<file path="src/rtl/scr_base_l3_bk_pkg.sv">
// Shared types and constants for the L3 bank tag-pipe compare stage.
// Holds the result payload carried by the output and skid registers, and the replacement LFSR.
package scr_base_l3_bk_pkg;

    localparam int unsigned L3_LFSR_W    = 16;
    localparam logic [15:0] L3_LFSR_SEED = 16'hACE1;
    // Taps 16,14,13,11 counted from the shift-out end (bits 0,2,3,5).
    localparam logic [15:0] L3_LFSR_TAPS = 16'h002D;

    // Payload field widths cover the largest supported configuration.
    localparam int unsigned L3_RES_ID_W  = 16;
    localparam int unsigned L3_RES_IDX_W = 32;
    localparam int unsigned L3_RES_WAY_W = 5;

    typedef struct packed {
        logic [L3_RES_ID_W-1:0]  id;
        logic [L3_RES_IDX_W-1:0] idx;
        logic                    hit;
        logic [L3_RES_WAY_W-1:0] hit_way;
        logic                    multihit;
        logic                    victim_vld;
        logic [L3_RES_WAY_W-1:0] victim_way;
        logic                    victim_inv;
    } l3_tp_cmp_res_t;

    function automatic logic [L3_LFSR_W-1:0] l3_lfsr_next(input logic [L3_LFSR_W-1:0] s);
        logic fb;
        fb = ^(s & L3_LFSR_TAPS);
        return {fb, s[L3_LFSR_W-1:1]};
    endfunction

endpackage

</file>
<file path="src/rtl/scr_base_l3_bk_tp_vsel.sv">
// Combinational victim selector: lowest enabled invalid way first,
// otherwise the first enabled way at or above the start point, wrapping.
module scr_base_l3_bk_tp_vsel #(
    parameter int unsigned WAYS  = 8,
    parameter int unsigned WAY_W = $clog2(WAYS)
) (
    input  logic [WAYS-1:0]  way_en,
    input  logic [WAYS-1:0]  way_vld,
    input  logic [WAY_W-1:0] start,
    output logic             victim_vld_c,
    output logic [WAY_W-1:0] victim_way_c,
    output logic             victim_inv_c
);

    logic             inv_found;
    logic [WAY_W-1:0] inv_way;
    logic             rot_found;
    logic [WAY_W-1:0] rot_way;
    logic [WAY_W-1:0] cand;

    always_comb begin
        inv_found = 1'b0;
        inv_way   = '0;
        rot_found = 1'b0;
        rot_way   = '0;
        cand      = '0;
        for (int w = 0; w < WAYS; w++) begin
            if (!inv_found && way_en[w] && !way_vld[w]) begin
                inv_found = 1'b1;
                inv_way   = WAY_W'(w);
            end
        end
        // WAYS is a power of two, so the index add wraps on its own.
        for (int k = 0; k < WAYS; k++) begin
            cand = start + WAY_W'(k);
            if (!rot_found && way_en[cand]) begin
                rot_found = 1'b1;
                rot_way   = cand;
            end
        end
    end

    always_comb begin
        victim_vld_c = |way_en;
        victim_way_c = '0;
        victim_inv_c = 1'b0;
        if (inv_found) begin
            victim_way_c = inv_way;
            victim_inv_c = 1'b1;
        end else if (rot_found) begin
            victim_way_c = rot_way;
        end
    end

endmodule

</file>
<file path="src/rtl/scr_base_l3_bk_tp_cmp.sv">
// L3 bank tag-pipe compare stage: hit/way/multi-hit and victim selection,
// registered through an output register plus one-entry skid, with hit/miss counters.
module scr_base_l3_bk_tp_cmp
    import scr_base_l3_bk_pkg::*;
#(
    parameter int unsigned WAYS  = 8,
    parameter int unsigned TAG_W = 24,
    parameter int unsigned IDX_W = 10,
    parameter int unsigned ID_W  = 6,
    parameter int unsigned CNT_W = 16
) (
    input  logic                     rst_n,
    input  logic                     clk,
    input  logic                     in_vld,
    output logic                     in_rdy,
    input  logic [ID_W-1:0]          in_id,
    input  logic [IDX_W-1:0]         in_idx,
    input  logic [TAG_W-1:0]         in_tag,
    input  logic [WAYS-1:0]          in_way_vld,
    input  logic [WAYS*TAG_W-1:0]    in_way_tag,
    input  logic [WAYS-1:0]          cfg_way_en,
    output logic                     out_vld,
    input  logic                     out_rdy,
    output logic [ID_W-1:0]          out_id,
    output logic [IDX_W-1:0]         out_idx,
    output logic                     out_hit,
    output logic [$clog2(WAYS)-1:0]  out_hit_way,
    output logic                     out_multihit,
    output logic                     out_victim_vld,
    output logic [$clog2(WAYS)-1:0]  out_victim_way,
    output logic                     out_victim_inv,
    input  logic                     stat_clr,
    output logic [CNT_W-1:0]         stat_hit_cnt,
    output logic [CNT_W-1:0]         stat_miss_cnt
);

    localparam int unsigned WAY_W = $clog2(WAYS);

    logic [WAYS-1:0]      match;
    logic                 hit_c;
    logic [WAY_W-1:0]     hit_way_c;
    logic                 multihit_c;
    logic                 found;
    logic                 vic_vld_c;
    logic [WAY_W-1:0]     vic_way_c;
    logic                 vic_inv_c;
    l3_tp_cmp_res_t       res_c;

    l3_tp_cmp_res_t       res_q, res_n;
    l3_tp_cmp_res_t       skid_q, skid_n;
    logic                 out_vld_q, out_vld_n;
    logic                 skid_full_q, skid_full_n;
    logic                 in_rdy_q;
    logic [L3_LFSR_W-1:0] lfsr_q;
    logic [CNT_W-1:0]     hit_cnt_q, hit_cnt_n;
    logic [CNT_W-1:0]     miss_cnt_q, miss_cnt_n;
    logic                 accept;

    assign accept = in_vld & in_rdy_q;

    // Tag compare over all ways; the way-enable mask only restricts victims.
    always_comb begin
        match      = '0;
        hit_way_c  = '0;
        multihit_c = 1'b0;
        found      = 1'b0;
        for (int w = 0; w < WAYS; w++) begin
            match[w] = in_way_vld[w] & (in_way_tag[w*TAG_W +: TAG_W] == in_tag);
        end
        for (int w = 0; w < WAYS; w++) begin
            if (match[w]) begin
                if (found) begin
                    multihit_c = 1'b1;
                end else begin
                    hit_way_c = WAY_W'(w);
                end
                found = 1'b1;
            end
        end
        hit_c = |match;
    end

    scr_base_l3_bk_tp_vsel #(
        .WAYS  (WAYS),
        .WAY_W (WAY_W)
    ) u_vsel (
        .way_en       (cfg_way_en),
        .way_vld      (in_way_vld),
        .start        (lfsr_q[WAY_W-1:0]),
        .victim_vld_c (vic_vld_c),
        .victim_way_c (vic_way_c),
        .victim_inv_c (vic_inv_c)
    );

    always_comb begin
        res_c            = '0;
        res_c.id         = L3_RES_ID_W'(in_id);
        res_c.idx        = L3_RES_IDX_W'(in_idx);
        res_c.hit        = hit_c;
        res_c.hit_way    = L3_RES_WAY_W'(hit_way_c);
        res_c.multihit   = multihit_c;
        res_c.victim_vld = vic_vld_c;
        res_c.victim_way = L3_RES_WAY_W'(vic_way_c);
        res_c.victim_inv = vic_inv_c;
    end

    // Output/skid next state: skid only fills while the output is stalled.
    always_comb begin
        res_n       = res_q;
        skid_n      = skid_q;
        out_vld_n   = out_vld_q;
        skid_full_n = skid_full_q;
        if (out_vld_q && out_rdy) begin
            if (skid_full_q) begin
                res_n       = skid_q;
                skid_full_n = 1'b0;
            end else if (accept) begin
                res_n = res_c;
            end else begin
                out_vld_n = 1'b0;
            end
        end else if (!out_vld_q) begin
            if (accept) begin
                res_n     = res_c;
                out_vld_n = 1'b1;
            end
        end else if (accept) begin
            skid_n      = res_c;
            skid_full_n = 1'b1;
        end
    end

    // Saturating statistics; clear wins over a same-cycle increment.
    always_comb begin
        hit_cnt_n  = hit_cnt_q;
        miss_cnt_n = miss_cnt_q;
        if (stat_clr) begin
            hit_cnt_n  = '0;
            miss_cnt_n = '0;
        end else if (accept) begin
            if (hit_c) begin
                if (hit_cnt_q != '1) hit_cnt_n = hit_cnt_q + CNT_W'(1);
            end else begin
                if (miss_cnt_q != '1) miss_cnt_n = miss_cnt_q + CNT_W'(1);
            end
        end
    end

    always_ff @(posedge clk or negedge rst_n) begin
        if (!rst_n) begin
            res_q       <= '0;
            skid_q      <= '0;
            out_vld_q   <= 1'b0;
            skid_full_q <= 1'b0;
            in_rdy_q    <= 1'b1;
            lfsr_q      <= L3_LFSR_SEED;
            hit_cnt_q   <= '0;
            miss_cnt_q  <= '0;
        end else begin
            res_q       <= res_n;
            skid_q      <= skid_n;
            out_vld_q   <= out_vld_n;
            skid_full_q <= skid_full_n;
            in_rdy_q    <= !skid_full_n;
            if (accept) lfsr_q <= l3_lfsr_next(lfsr_q);
            hit_cnt_q   <= hit_cnt_n;
            miss_cnt_q  <= miss_cnt_n;
        end
    end

    assign in_rdy         = in_rdy_q;
    assign out_vld        = out_vld_q;
    assign out_id         = res_q.id[ID_W-1:0];
    assign out_idx        = res_q.idx[IDX_W-1:0];
    assign out_hit        = res_q.hit;
    assign out_hit_way    = res_q.hit_way[WAY_W-1:0];
    assign out_multihit   = res_q.multihit;
    assign out_victim_vld = res_q.victim_vld;
    assign out_victim_way = res_q.victim_way[WAY_W-1:0];
    assign out_victim_inv = res_q.victim_inv;
    assign stat_hit_cnt   = hit_cnt_q;
    assign stat_miss_cnt  = miss_cnt_q;

endmodule

</file>
<file path="config.mk">
export PLATFORM = sky130hd
export DESIGN_NAME = scr_base_l3_bk_tp_cmp
export DESIGN_NICKNAME = d
export VERILOG_FILES = /design/src/rtl/scr_base_l3_bk_pkg.sv /design/src/rtl/scr_base_l3_bk_tp_vsel.sv /design/src/rtl/scr_base_l3_bk_tp_cmp.sv
export SDC_FILE = /design/constraint.sdc
export NUM_CORES = 1
export LEC_CHECK = 0
export CAP_MARGIN = 20
export CORE_MARGIN = 1
export CORE_UTILIZATION = 35
export CTS_BUF_LIST = sky130_fd_sc_hd__clkbuf_4
export DETAILED_ROUTE_END_ITERATION = 12
export PLACE_DENSITY = 0.63
export RECOVER_POWER = 25
export SYNTH_ARGS = -nofsm -noshare
export SYNTH_HDL_FRONTEND = slang
export SYNTH_SLANG_ARGS = --single-unit
</file>
<file path="constraint.sdc">
create_clock -name clk -period 7.1 [get_ports clk]
set_clock_uncertainty 0.2 [all_clocks]
set_input_delay 1.775 -clock clk [delete_from_list [all_inputs] [get_ports clk]]
set_output_delay 1.775 -clock clk [all_outputs]
set_load 0.01 [all_outputs]
</file>
### Word-level counts from Yosys, hierarchy flattened

Cells that the tools add are included.

* add/sub/neg operators: 9
* $mul: 0
* div/mod/pow operators: 0
* magnitude comparators: 8
* equality and inequality tests: 14
* shifts and indexed selects: 0
* mux-type cells: 105
* bitwise logic cells: 10
* reductions and logical operators: 57

Operators with widths (count)
* $mux 62: 4
* $eq 24x24->1: 8
* $mux 16: 8
* $mux 3: 26
* $mux 1: 57
* $add 16x1->16 const B: 2
* $lt 3x4->1 const B: 8
* $ne 16x16->1 const B: 2
* $bmux 1 s3: 8
* $logic_and 1x1->1: 23
* $logic_not 1->1: 23
* $reduce_or 8->1: 2
* $reduce_xor 16->1: 1
* $add 3x3->3 const B: 4
* $and 1x1->1: 9
* $reduce_and 3->1: 3
* $reduce_bool 2->1: 4
* $add 3x2->3 const B: 2
* $ne 2x2->1 const B: 3
* $mux 2: 2
* $add 3x1->3 const B: 1
* $ne 2x1->1 const B: 1
* $reduce_and 2->1: 1
* $not 1->1: 1

* register bits after elaboration: 139
* latch bits: 0
* RAM bits: 0
* memory bits (read-only): 0
* bits of input ports: 253
* output and inout bits: 60
* memories kept: 0

### Longest topological paths before layout

* depth in word-level cells: 35
* gate-level depth with buffers: 13

### By module

From an unflattened synthesis, not the netlist that was laid out.

* cells, all modules: 965
* area total of the unflattened synthesis: 8848.5 µm²

By module, submodules not included
* scr_base_l3_bk_tp_cmp: instances 1, cells an instance 843, area each 7775.0 µm²
* scr_base_l3_bk_tp_vsel: instances 1, cells an instance 122, area each 1073.5 µm²

### Least setup slack after synthesis

Ideal clock, no wire load.

* path kind: in2reg
* from: input port in_tag[9]
* to: register hit_cnt_q[14] (netlist: stat_hit_cnt[14])
* setup time: 125 ps
* arrival: 4028 ps
* slack: 2748 ps
* stages: 10
* buffers on the path: 3
* cell sequence: buf_6 xor2_1 or4_1 or4_1 buf_2 nand4_4 o21ai_4 buf_6 nor3_1 mux2_2

* cells in the longest elaborated chain, start to end: 5
* elaborated cells on any way between the ends: 19
* classes of those cells: eq/ne: 8; bitwise: 8; reduce/logical: 3

RTL lines
* from (decl): line scr_base_l3_bk_tp_cmp.sv:18 `input logic [TAG_W-1:0] in_tag,`
* $eq 24x24->1: line scr_base_l3_bk_tp_cmp.sv:68 `match[w] = in_way_vld[w] & (in_way_tag[w*TAG_W +: TAG_W] == in_tag);`
* $and 1x1->1: line scr_base_l3_bk_tp_cmp.sv:68
* $reduce_or 8->1 (*): line scr_base_l3_bk_tp_cmp.sv:80 `hit_c = |match;`
* $reduce_bool 2->1 (no line) (*)
* $reduce_and 3->1 (no line) (*)
* to (signal assigned): line scr_base_l3_bk_tp_cmp.sv:166 `hit_cnt_q <= hit_cnt_n;`
* to (decl): line scr_base_l3_bk_tp_cmp.sv:55 `logic [CNT_W-1:0] hit_cnt_q, hit_cnt_n;`

Every way passes the cells marked *; elsewhere a longest branch is shown, timed or not.
A chain may end at the register's enable or synchronous reset.

### Worst setup path in the final report

* from: input port in_tag[0]
* to: register miss_cnt_q[15] (netlist: stat_miss_cnt[15])

* cells in the longest elaborated chain, start to end: 5
* elaborated cells on any way between the ends: 19
* classes of those cells: eq/ne: 9; bitwise: 8; reduce/logical: 2

RTL lines
* $eq 24x24->1: line scr_base_l3_bk_tp_cmp.sv:68
* $and 1x1->1: line scr_base_l3_bk_tp_cmp.sv:68
* $reduce_or 8->1 (*): line scr_base_l3_bk_tp_cmp.sv:80
* $ne 2x2->1 (no line) (*)
* $reduce_and 3->1 (no line) (*)
* to (signal assigned): line scr_base_l3_bk_tp_cmp.sv:167 `miss_cnt_q <= miss_cnt_n;`
* to (decl): line scr_base_l3_bk_tp_cmp.sv:56 `logic [CNT_W-1:0] miss_cnt_q, miss_cnt_n;`

Marked as above.

==> impl_metrics.json <==
{
  "status": "finished with violations",
  "violations": "capacitance limit, slew limit",
  "ir_drop_uv": 107,
  "vias": 8015,
  "synthTopCellsByArea": "dfrtp_1 29%, xor2_1 11%, xnor2_1 10%",
  "grt_antenna_before_repair": 3,
  "drv_slew": 75,
  "seqPwrFrac_pct": 36.2,
  "clkSlewWorstSetupHoldPaths_ns": 0.16,
  "synth_common_cells": "136 x nand2_1, 102 x xor2_1, 95 x xnor2_1, 94 x dfrtp_1, 55 x a21oi_1",
  "first_global_vias": 8033,
  "cp_max_fo": 29,
  "finalNonFillerCells": 1493,
  "grtUsageTotal_pct": 25.7,
  "cts_tree": "done",
  "ant_nets": 0,
  "cp-end-kind": "flop",
  "ys.flop_type": "dfrtp_1",
  "max_freq_mhz": 185,
  "seq_area_sq_mm": 0.00259,
  "finalWorstSetupSlack_ns": 1.68,
  "cts-hold-fix-buffers": 0,
  "post-route-period-util_pct": 76.3,
  "min_path_type": "reg2reg",
  "yosysWarnings": 0,
  "die_w_microns": 153,
  "synth_nets": 1191,
  "cts_setup_buffers": 0,
  "start_kind": "primary input",
  "layout.nets": 1457,
  "dpl_cell_area_sq_mm": 0.0112,
  "insertion_delay_ns": 0.46,
  "synth_largest_area_cell": "dfrtp_1",
  "slew_headroom_pct": -165,
  "dp.cells": 1473,
  "clk_path_buf_depth": 2,
  "htreeDepth": 3,
  "netlist.area_leader.share_pct": 29.3,
  "io_pins": 313,
  "clkSinkCount": 103,
  "drc": 0,
  "drive_above_1_share_pct": 4.65,
  "routabilityCongestion": 0.920,
  "async_flop_share_pct": 100,
  "total_power_mw": 2.53,
  "syn_inst": 934,
  "post-dp-hpwl_microns": 24100,
  "multi_input_area_sq_mm": 0.00506,
  "seq_area_frac_synth_pct": 32.3,
  "final_cell_area_sq_mm": 0.0114,
  "grt_overflow": 0,
  "post-route-util_pct": 50.4,
  "holdWs_ns": 0.266,
  "postSynthAreaPerCell_sq_um": 8.58,
  "min_period_ns": 5.42,
  "drt_iter0_drc": 364,
  "setup_violations": 0,
  "synth_most_common_cell": "nand2_1",
  "hold_viol_final": 0,
  "synth.distinct_cells": 64,
  "vias_per_cell": 5.37,
  "combPwrFrac_pct": 51.1,
  "p_sw_share_pct": 40.0,
  "coreArea_sq_mm": 0.0226,
  "syn_to_final_growth_pct": 41.9,
  "grt_pass1_wl_microns": 46400,
  "worstSetupPathType": "in2reg",
  "rows": 55,
  "drt_wl_total_microns": 30000,
  "design.die.area_sq_mm": 0.0235,
  "cts_buffers": 9,
  "rsz0062_at_grt": "false",
  "wl_per_cell_microns": 20.1,
  "synth_seq_cells": 103,
  "synth-edff-count": 0,
  "cts-resized-gates": 0,
  "start_util_pct": 35.5,
  "dp_worst_setup_slack_ns": 1.15,
  "p_int_mw": 1.52,
  "cap_violations": 1,
  "switchingPower_mw": 1.01,
  "finalSetupTns_ns": 0,
  "worst_pin_slew_ns": 3.98,
  "leakage_nw": 4.38,
  "port_buffers": 312,
  "worstPathRequired_ns": 7.26,
  "nFillCells": 2195,
  "critPathArrivalTime_ns": 5.58,
  "dr.pass1.iters": 5,
  "powerDensity_mw_per_mm2": 222,
  "clkPwrFrac_pct": 12.6,
  "netlist_area_sq_mm": 0.00802,
  "cts_root_buffer": "clkbuf_4",
  "grt_start_max_net_pins": 75,
  "die_h_microns": 153
}
-- final timing paths --
kind	cells past startpoint	start	slack (ns)	endpoint
worst max register to register	10	lfsr_q[1]$_DFFE_PN0P_	2.79	out_victim_way[1]$_DFFE_PN0P_
worst max-delay path	9	in_tag[0]	1.68	stat_miss_cnt[15]$_DFFE_PN0P_
min in group asynchronous	1	rst_n	2.45	stat_hit_cnt[5]$_DFFE_PN0P_
worst min-delay path	2	lfsr_q[6]$_DFFE_PN1P_	0.27	lfsr_q[5]$_DFFE_PN1P_
worst min register to register	2	lfsr_q[6]$_DFFE_PN1P_	0.27	lfsr_q[5]$_DFFE_PN1P_
max in group asynchronous	1	rst_n	2.01	out_multihit$_DFFE_PN0P_
-- routing by layer --
metal	global-route usage, %	up-vias	routed length [microns]
li1	-	3839	-
met1	31.0	3878	12400
met2	46.9	263	15500
met3	4.08	35	1350
met4	7.14	0	725
met5	0	-	0
-- power groups by stage --
stage,clock network [mW],logic [mW],registers [mW]
3_3_place_gp,0,1.27,0.922
2_1_floorplan,0,0.808,0.895
5_1_grt,0.356,1.42,0.943
6_report,0.319,1.29,0.915
3_5_place_dp,0,1.29,0.928
4_1_cts,0.332,1.29,0.914
-- logic make-up (layout without fill, tap and decap cells) --
family	Yosys count	count (layout)	share of synthesized area, %
buf+inv	76	347	4.56
simple gates	355	355	22.2
compound gates	163	163	12.5
other cells	0	3	0
flops	103	103	32.3
mux	35	35	6.07
fa+ha+maj	4	4	0.624
xor+xnor	198	198	21.7
-- layout by cell type (no fill, tap or decap), types with 5 or more instances in the layout --
master | netlist | layout
clkbuf_4 | 0 | 9
xor2_1 | 102 | 102
a21oi_1 | 55 | 55
o31ai_1 | 13 | 13
inv_1 | 12 | 12
dfstp_2 | 9 | 9
o211ai_1 | 8 | 8
mux2i_1 | 16 | 16
o22ai_1 | 17 | 17
nor2_1 | 45 | 45
dfrtp_1 | 94 | 94
mux4_2 | 10 | 10
xnor2_1 | 95 | 95
mux2_2 | 9 | 9
nand4_1 | 35 | 35
clkdlybuf4s50_1 | 0 | 311
buf_4 | 2 | 5
nand3_1 | 27 | 27
nand2b_1 | 10 | 10
and4_1 | 5 | 5
o21ai_0 | 34 | 34
nand2_1 | 136 | 136
nor4_1 | 24 | 24
or4_1 | 19 | 19
nor2b_1 | 9 | 9
nor3_1 | 16 | 16
or3_1 | 13 | 13
and3_1 | 5 | 5
-- final cells by class --
class,instances,share of cell area (%)
antenna,3,0.0660
clock buffer,9,0.594
inverter,13,0.429
tap,285,3.13
sequential,103,22.8
multi-input combinational,755,44.5
clock inverter,7,0.715
timing repair buffer,318,27.8
-- worst max-delay path: stages --
cell	delay (ns)
clkdlybuf4s50_1	0.73
xnor2_1	0.54
nand4_1	0.18
nor4_1	0.50
nand4_1	0.34
nand4_1	0.38
or4_1	0.69
nor4_1	0.12
mux2_2	0.30
-- flip-flops by register name, indices dropped and copies added, names as in the netlist, 3 cells and up --
| name | count |
|---|---|
| skid_q | 26 |
| lfsr_q | 16 |
| stat_hit_cnt | 16 |
| stat_miss_cnt | 16 |
| out_idx | 10 |
| out_id | 6 |
| out_hit_way | 3 |
| out_victim_way | 3 |
(Power assumes the default switching activity.)
==> RTL edit: new RTL, same settings <==
Register the input `cfg_way_en` before use, with the module's reset. The logic sees it one clock later. The other inputs are not delayed to match.
--- a/src/rtl/scr_base_l3_bk_tp_cmp.sv
+++ b/src/rtl/scr_base_l3_bk_tp_cmp.sv
@@ -35,6 +35,16 @@
 );
 
     localparam int unsigned WAY_W = $clog2(WAYS);
+
+    logic [WAYS-1:0] cfg_way_en_q;
+
+    always_ff @(posedge clk or negedge rst_n) begin
+        if (!rst_n) begin
+            cfg_way_en_q <= '0;
+        end else begin
+            cfg_way_en_q <= cfg_way_en;
+        end
+    end
 
     logic [WAYS-1:0]      match;
     logic                 hit_c;
@@ -84,7 +94,7 @@
         .WAYS  (WAYS),
         .WAY_W (WAY_W)
     ) u_vsel (
-        .way_en       (cfg_way_en),
+        .way_en       (cfg_way_en_q),
         .way_vld      (in_way_vld),
         .start        (lfsr_q[WAY_W-1:0]),
         .victim_vld_c (vic_vld_c),
Formal check against the unedited RTL: not equivalent (Yosys sat finds a counterexample within 4 cycles, from zero or initial values and one cycle with rst_n low).
==> RTL edit against the original RTL <==
The run ends with design-rule violations, max-capacitance violations, max-slew violations left. Register-to-register slack better by 0.02 ns. Combinational power is 11% higher. Sequential cell count is 8 higher. Final area is 0.19% higher. Power is 7.7% higher. Sequential power is 7.0% higher. Sequential share of layout area is 1.7 points higher. Worst setup slack better by 0.26 ns. Final cell count is 2.8% lower. Synthesized area is 0.72% lower. Wire length is 4.6% lower. Critical endpoint is now stat_hit_cnt[11].
==> RTL edit: results (changes against the original RTL) <==
GRT:
- The number of global-route vias before repair is 7640 (was 8033).
- The pin count of the biggest net entering global routing is 57 (was 75).
- The global-route wire length before repair came to 44350 µm (was 46400 µm).
- The global-route usage over all layers is 0.2482 (was 0.2569).

Flow run:
- The number of maximum-capacitance constraint violations is 1 (unchanged).

Place:
- The area of placed instances was 0.01124 mm² (was 0.01121 mm²).
- The final weighted congestion of routability-driven global placement is 0.8895 (was 0.9196).

Detailed routing:
- The aggregate routed wire length is 28650 µm (was 30020 µm).
- The DRC violation count after routing came to 6 (was 0).
- The post-detailed-route wirelength per cell is 19.75 µm (was 20.11 µm).
- The via density per instance is 5.206 (was 5.368).
- The violation count after the first detailed-routing iteration is 363 (was 364).

Synth:
- The share of the synthesized area in compound gates (AO/OA/AOI/OAI) is 0.1038 (was 0.1253).
- The adder-cell share of the synthesized area is 0.007546 (was 0.006243).
- The mean post-synth cell area is 8.963 µm² (was 8.583 µm²).
- The distinct cell type count of the synthesized netlist was 61 (was 64).
- The portion of the post-synthesis area used by sequential elements is 0.3504 (was 0.3229).
- Biggest area contributors in the synthesized netlist: sky130_fd_sc_hd__dfrtp_1 (32%), sky130_fd_sc_hd__xnor2_1 (14%), sky130_fd_sc_hd__xor2_1 (11%), sky130_fd_sc_hd__nand2_1 (4.2%), sky130_fd_sc_hd__dfstp_2 (3.0%) (was sky130_fd_sc_hd__dfrtp_1 (29%), sky130_fd_sc_hd__xor2_1 (11%), sky130_fd_sc_hd__xnor2_1 (10%), sky130_fd_sc_hd__nand2_1 (6.4%), sky130_fd_sc_hd__a21oi_1 (3.4%)).

Clock tree:
- The source-to-sink clock delay at the later pin of the worst-skew pair is 0.48 ns (was 0.46 ns).
- The clock slew at the register clock pins of the worst setup and hold paths came to 0.19 ns (was 0.16 ns).

Timing:
- The count of pins over their slew limit is 57 (was 75).

Power and ir drop:
- The net switching power figure is 1089 µW (was 1009 µW).
- The worst-case vdd ir drop is 0.1264 mV (was 0.1072 mV).

Setup path:
- The largest driver fanout on the critical path is 9 (was 29).

Outcome:
- Run status: finished, violations left (unchanged).
- Violated checks: design-rule violations, max-capacitance violations, max-slew violations (was max-capacitance violations, max-slew violations).

Layout:
- The share of cells above drive strength 1 is 0.05902 (was 0.04647).
-- RTL edit: cell type report --
class                      count  area [µm²]
fill                        2127       10630
multi-input combinational    704        4848
timing repair buffer         320        3208
sequential                   111        2789
tap                          280       350.3
clock buffer                   9       67.56
inverter                      18       67.56
clock inverter                 7       63.81
antenna                        2       5.005
-- RTL edit: worst paths after layout --
check,startpoint,end,slack (ns),cells past startpoint
max in group asynchronous,rst_n,out_idx[5],2.69,2
worst min register to register,lfsr_q[11],lfsr_q[10],0.24,2
worst max-delay path,in_tag[10],stat_hit_cnt[11],1.94,9
worst max register to register,lfsr_q[0],skid_q[3],2.81,11
min in group asynchronous,rst_n,cfg_way_en_q[3],2.04,1
worst min-delay path,lfsr_q[11],lfsr_q[10],0.24,2
-- RTL edit: metal layers --
metal  routed length (µm)  global-route usage  vias up
li1                     -                   -     3633
met1                11960              0.3041     3596
met2                14280              0.4360      281
met3                 1620             0.04920       44
met4                  799             0.07937        0
met5                    0                   0        -
-- RTL edit: power by group through the flow --
stage / combinational [µW] / sequential [µW] / clock, µW
after floorplan: 907 / 971 / 0
after global placement: 1400 / 990 / 0
after detailed placement: 1420 / 996 / 0
after CTS: 1430 / 981 / 325
after global routing: 1570 / 1010 / 349
final: 1430 / 979 / 311
-- RTL edit: per-stage QoR --
step                      utilization  hold slack (ns)  worst slack [ns]  power, µW
after floorplan                     -           0.2346             2.828       1878
after global placement         0.5091           0.2424             1.439       2390
after detailed placement       0.5105           0.2436             1.355       2418
after CTS                      0.5164           0.2371             1.916       2735
after global routing           0.5176           0.2595             1.735       2931
final                          0.5176           0.2444             1.941       2721
